[src/rtl/prog_loader_pkg.sv]
// Shared types and constants for the instruction-memory program loader.
// Included by the loader top and its byte-packing sub-module.
package prog_loader_pkg;

  localparam int BYTES_PER_WORD = 4;
  localparam int BYTE_W         = 8;

  typedef enum logic [1:0] {
    IDLE,
    RECV,
    WRITE,
    DONE
  } loader_state_e;

endpackage

[src/rtl/word_packer.sv]
// Packs an accepted byte stream little-endian into one 32-bit word.
// Byte n of the word lands in bits [8n+7:8n]; o_last_byte flags byte 3.
module word_packer
  import prog_loader_pkg::*;
#(
  parameter int DW = 32
) (
  input  logic              i_clk,
  input  logic              i_rst_n,
  input  logic              i_accept,
  input  logic              i_clear,
  input  logic [BYTE_W-1:0] i_byte,
  output logic [DW-1:0]     o_word,
  output logic              o_last_byte
);

  logic [1:0]    r_byte_cnt;
  logic [DW-1:0] r_word;

  // NOTE: sequential state uses non-blocking (<=) so every register samples
  // pre-edge values regardless of the order the blocks are evaluated in.
  always_ff @(posedge i_clk or negedge i_rst_n) begin
    if (!i_rst_n) begin
      r_byte_cnt <= '0;
      r_word     <= '0;
    end else if (i_clear) begin
      r_byte_cnt <= '0;
    end else if (i_accept) begin
      r_word[{r_byte_cnt, 3'b000} +: BYTE_W] <= i_byte;
      r_byte_cnt                             <= r_byte_cnt + 2'd1;
    end
  end

  assign o_word      = r_word;
  assign o_last_byte = (r_byte_cnt == 2'd3);

endmodule

[src/rtl/prog_loader.sv]
// Streams bytes into instruction memory as words starting at word 0, holding
// the core in reset until the requested word count has been written.
module prog_loader
  import prog_loader_pkg::*;
#(
  parameter int DW             = 32,
  parameter int MEM_SIZE_IN_KB = 1,
  parameter int NO_OF_REGS     = MEM_SIZE_IN_KB * 1024 / 4,
  parameter int AW             = $clog2(NO_OF_REGS) + 1
) (
  input  logic          clk_i,
  input  logic          rst_i,
  input  logic          start_i,
  input  logic [AW-1:0] len_words_i,
  input  logic          byte_valid_i,
  input  logic [7:0]    byte_data_i,
  output logic          byte_ready_o,
  output logic          imem_we_o,
  output logic [DW-1:0] imem_addr_o,
  output logic [DW-1:0] imem_wdata_o,
  output logic          core_rst_n_o,
  output logic          busy_o,
  output logic          done_o,
  output logic          err_o
);

  loader_state_e r_state, w_next_state;

  logic [AW-1:0] r_len, r_word_idx;
  logic          r_byte_ready, r_we, r_busy, r_done, r_err;
  logic          w_len_ok, w_accept, w_clear, w_load, w_err_set, w_last_byte;
  logic [DW-1:0] w_word;

  assign w_len_ok = (len_words_i != '0) && (len_words_i <= AW'(NO_OF_REGS));
  assign w_accept = r_byte_ready && byte_valid_i;
  assign w_clear  = w_load || (r_state == WRITE);

  word_packer #(.DW(DW)) u_word_packer (
    .i_clk       (clk_i),
    .i_rst_n     (rst_i),
    .i_accept    (w_accept),
    .i_clear     (w_clear),
    .i_byte      (byte_data_i),
    .o_word      (w_word),
    .o_last_byte (w_last_byte)
  );

  always_ff @(posedge clk_i or negedge rst_i) begin
    if (!rst_i) r_state <= IDLE;
    else        r_state <= w_next_state;
  end

  // NOTE: every combinational output gets a default before the case so no
  // path leaves it unassigned, which would otherwise infer a latch.
  always_comb begin
    w_next_state = r_state;
    w_load       = 1'b0;
    w_err_set    = 1'b0;
    case (r_state)
      IDLE, DONE: begin
        if (start_i) begin
          if (w_len_ok) begin
            w_next_state = RECV;
            w_load       = 1'b1;
          end else begin
            w_next_state = IDLE;
            w_err_set    = 1'b1;
          end
        end
      end
      RECV:    if (w_accept && w_last_byte) w_next_state = WRITE;
      WRITE:   w_next_state = ((r_word_idx + AW'(1)) == r_len) ? DONE : RECV;
      default: w_next_state = IDLE;
    endcase
  end

  // Outputs are decoded from the next state so they come straight off flops.
  always_ff @(posedge clk_i or negedge rst_i) begin
    if (!rst_i) begin
      r_byte_ready <= 1'b0;
      r_we         <= 1'b0;
      r_busy       <= 1'b0;
      r_done       <= 1'b0;
      r_err        <= 1'b0;
      r_len        <= '0;
      r_word_idx   <= '0;
    end else begin
      r_byte_ready <= (w_next_state == RECV);
      r_we         <= (w_next_state == WRITE);
      r_busy       <= (w_next_state == RECV) || (w_next_state == WRITE);
      r_done       <= (w_next_state == DONE);
      if (w_load) begin
        r_len      <= len_words_i;
        r_word_idx <= '0;
        r_err      <= 1'b0;
      end else if (w_err_set) begin
        r_err      <= 1'b1;
      end else if (r_state == WRITE) begin
        r_word_idx <= r_word_idx + AW'(1);
      end
    end
  end

  assign byte_ready_o = r_byte_ready;
  assign imem_we_o    = r_we;
  assign imem_addr_o  = DW'({r_word_idx, 2'b00});
  assign imem_wdata_o = w_word;
  assign core_rst_n_o = r_done;
  assign busy_o       = r_busy;
  assign done_o       = r_done;
  assign err_o        = r_err;

endmodule

[config.mk]
export PLATFORM = sky130hd
export DESIGN_NAME = prog_loader
export DESIGN_NICKNAME = d
export VERILOG_FILES = /design/src/rtl/prog_loader_pkg.sv /design/src/rtl/word_packer.sv /design/src/rtl/prog_loader.sv
export SDC_FILE = /design/constraint.sdc
export NUM_CORES = 1
export LEC_CHECK = 0
export ABC_AREA = 0
export ABC_CLOCK_PERIOD_IN_PS = 2250
export CAP_MARGIN = 20
export CORE_ASPECT_RATIO = 1.4
export CORE_MARGIN = 2
export CORE_UTILIZATION = 40
export DETAILED_ROUTE_END_ITERATION = 16
export PLACE_DENSITY = 0.74
export SYNTH_ARGS = -nofsm -noshare
export SYNTH_HDL_FRONTEND = slang
export SYNTH_HIERARCHICAL = 1
export SYNTH_SLANG_ARGS = --single-unit
[constraint.sdc]
create_clock -name clk_i -period 2.25 [get_ports clk_i]
set_input_delay 0.675 -clock clk_i [delete_from_list [all_inputs] [get_ports clk_i]]
set_output_delay 0.675 -clock clk_i [all_outputs]
set_load 0.01 [all_outputs]
==> results.tsv <==
stage	metric	value	unit
clocking	clkTransAtPathRegs	0.07	ns
grt	gr-usage-all-layers	0.1930	
route	final_antenna_net_count	0	
die	fp.dieW	79.42	um
grt	met3_usage	0.03941	
synthesis	synth_xor_area_frac	0.04949	
synthesis	ys_warn_count	6	
pwr	leakagePower	1.913	nW
placement	dp_hpwl	5699	um
clocking	h-tree-depth	3	
route	dr_total_vias	2525	
placement	dp_cells	475	
route	wire_per_inst	15.77	um
pwr	sw_frac_of_total	0.3506	
grt	grt_pass1_wl	12700	um
pwr	p_clk_frac	0.227	
grt	busiest_layer	met2	
clocking	insertion_delay	0.35	ns
critical_path	crit_chain	dlygate4sd2_1, nor4_4, nand3b_1, nor3b_2, or2_4, nor4bb_2, buf_4, a32o_1	
critical_path	worst-path-buf-inv	2	
critical_path	cp_max_fo	8	
placement	gp_congestion	0.8030	
critical_path	crit_path_end_kind	flip-flop	
sta	finalCritPeriodShare	0.9732	
synthesis	synthArstFlopShare	1.000	
grt	grt-ovfl-total	0	
synthesis	netlist-cell-type-count	44	
grt	met1_usage	0.2229	
synthesis	synth-adder-area-share	0.04713	
sta	fin_worst_skew	0.007793	ns
critical_path	critPathRequiredTime	2.53	ns
pwr	powerDensity	1096	mW/mm^2
synthesis	synth_edf_count	0	
clocking	numCtsBuffers	9	
critical_path	cpMaxStageDelayCell	nor4_4	
route	drt_pass1_iterations	4	
grt	grt_max_degree	42	
clocking	clock_path_buffers	2	
placement	portBuffers	67	
die	row_count	38	
layout	final_cells	492	
synthesis	synth_area	0.003186	mm^2
synthesis	synth-seq-area-share	0.4635	
pwr	p_comb_frac	0.444	
die	fp.dieH	109.6	um
critical_path	max_stage_delay	0.30	ns
sta	finalMaxSlewViolations	0	
synthesis	synthTopCellsByArea	dfrtp_1, buf_4, ha_1, o32ai_1, nand2_1	
critical_path	crit_type	primary input to flip-flop	
pwr	power.switching	1.705	mW
layout	nNetsFinal	420	
synthesis	synth_compound_area_frac	0.1434	
layout	area_growth	39.28	%
clocking	tritoncts	done	
clocking	cts.sink_count	59	
die	boundaryPins	91	
pwr	p_seq_frac	0.328	
run	max-cap-violations	0	
pwr	irDropWorstVdd	0.6163	mV
route	drc	0	
synthesis	yosys.area.top_type_share	0.4635	
die	die-area	0.008704	mm^2
clocking	ctsHoldBuffers	0	
synthesis	synth_top_area_cell	dfrtp_1	
sta	tightestPinTransition	0.4997	ns
sta	rsz0062_at_grt	true	
grt	use_met2	0.3373	
pwr	internal-power	3.159	mW
route	route.final.wire_length	7760	um
critical_path	arrival	2.47	ns
grt	antenna_found_initial	0	
synthesis	synth-simple-area-share	0.1398	
sta	tns	0	ns
sta	min_period	2.190	ns
critical_path	cpLargestDelayFamily	simple AND/OR/NAND/NOR gates	
clocking	cts_root_buf	clkbuf_8	
die	coreArea	0.007750	mm^2
die	start_util	0.4110	
route	viasPerCell	5.132	
sta	setup_viol	0	
synthesis	synth_ff_type	dfrtp_1	
synthesis	synthCells	302	
synthesis	muxShareOfSynthArea	0.03810	
synthesis	ys_ff_latch	59	
layout	finish.utilization	0.5725	
layout	layout-drive-gt1-share	0.2219	
sta	relSlewSlack	0.6654	
worst_hold_path	worstHoldPathType	primary input to asynchronous set/reset pin	
sta	hold_viol_final	0	
synthesis	synth_area_per_cell	10.55	um^2
route	drt_iter0_drc	139	
synthesis	synth_top_family_by_area	compound AO/OA/AOI/OAI gates	
layout	antenna-diode-count	0	
grt	grt_pass1_vias	2547	
sta	fmax	456.7	MHz
run_status	status	completed	
critical_path	critPathLaunchType	primary input	
==> stage by stage <==
| stage | power, mW | hold WS, ns | setup slack, ns | cell area (um^2) |
|---|---|---|---|---|
| global placement | 3.686 | 0.4927 | -0.4998 | 4197 |
| CTS | 4.890 | 0.2711 | 0.01117 | 4427 |
| floorplan | 2.919 | 0.3794 | -0.07635 | 3467 |
| detailed placement | 3.764 | 0.4932 | -0.5847 | 4197 |
| global route | 5.176 | 0.2992 | -0.01154 | 4437 |
| finish | 4.864 | 0.2724 | 0.06021 | 4437 |
==> layout make-up <==
cell class / instances / area [um^2]
inverters: 29 / 108.9
fillers: 654 / 3313
flip-flops and latches: 59 / 1476
clock buffers: 11 / 151.4
clock inverters: 5 / 75.07
well taps: 100 / 125.1
repair buffers: 92 / 909.6
multi-input cells: 196 / 1590
==> routing by layer <==
metal / part of all wire / up-vias
met2: 0.53 / 92
met1: 0.40 / 1252
met5: 0 / -
met4: 0.026 / 0
li1: - / 1165
met3: 0.047 / 16
==> cells in the mapped netlist (all sizes together) (2+ instances only) <==
library cell   n
a21oi          6
a32o           8
and2           2
and3           2
and3b          3
buf           36
clkbuf         4
dfrtp         59
ha            12
inv           29
mux2           9
mux2i          2
nand2         35
nand2b         4
nand3          4
nand3b         6
nand4          2
nor2          10
nor3b          2
nor4           3
o21ai          6
o32ai         24
or3            2
xnor2         12
xor2           6
==> cells by family after synthesis <==
kind of cell	Yosys count
AND/OR/NAND/NOR	82
buffers and inverters	69
flip-flops	59
AO/OA/AOI/OAI	50
XOR/XNOR	18
adder cells (fa/ha/maj)	12
multiplexers	11
other	1
==> worst paths after layout <==
kind / from / endpoint / slack, ns / depth (start not counted)
max: len_words_i[6] / u_word_packer/o_word[28] / 0.06 / 8
min: rst_i / u_word_packer/o_word[15] / 0.27 / 1
max reg2reg: r_word_idx[1] / busy_o / 0.18 / 9
min reg2reg: u_word_packer/o_word[30] / u_word_packer/o_word[30] / 0.50 / 1
max in group asynchronous: rst_i / u_word_packer/o_word[23] / 1.39 / 2
min in group clk_i: u_word_packer/o_word[30] / u_word_packer/o_word[30] / 0.50 / 1
==> cells in the final DEF, fill, tap and decap left out, drive strengths merged, types with 4 or more instances in the layout <==
master | netlist | final
dfrtp | 59 | 59
clkdlybuf4s50 | 0 | 58
nand2 | 35 | 35
inv | 29 | 29
buf | 36 | 26
o32ai | 24 | 24
conb | 1 | 23
xnor2 | 12 | 12
ha | 12 | 12
clkbuf | 4 | 11
nor2 | 10 | 10
mux2 | 9 | 9
dlygate4sd2 | 0 | 8
a32o | 8 | 8
xor2 | 6 | 6
nand3b | 6 | 6
o21ai | 6 | 6
a21oi | 6 | 6
nand3 | 4 | 4
nand2b | 4 | 4
==> state kept, by name, summed over array words and instances (netlist names) <==
name,cells
r_len,9
byte_ready_o,1
r_word_idx,9
u_word_packer/r_byte_cnt,2
err_o,1
u_word_packer/o_word,32
r_state,2
imem_we_o,1
core_rst_n_o,1
busy_o,1
==> power groups by stage <==
stage | combinational, mW | clock [mW] | sequential, mW
after floorplan | 1.22 | 0 | 1.70
after global placement | 2.08 | 0 | 1.61
after detailed placement | 2.15 | 0 | 1.62
after CTS | 2.17 | 1.12 | 1.60
after global routing | 2.35 | 1.19 | 1.64
final | 2.16 | 1.11 | 1.60
==> timing repair <==
action	CTS	global route
setup endpoints to repair	32	17
pin swaps	4	3
gates cloned	0	0
gates resized for setup	9	2
setup buffers	1	0
No activity file was read; power rests on OpenSTA's default activity.
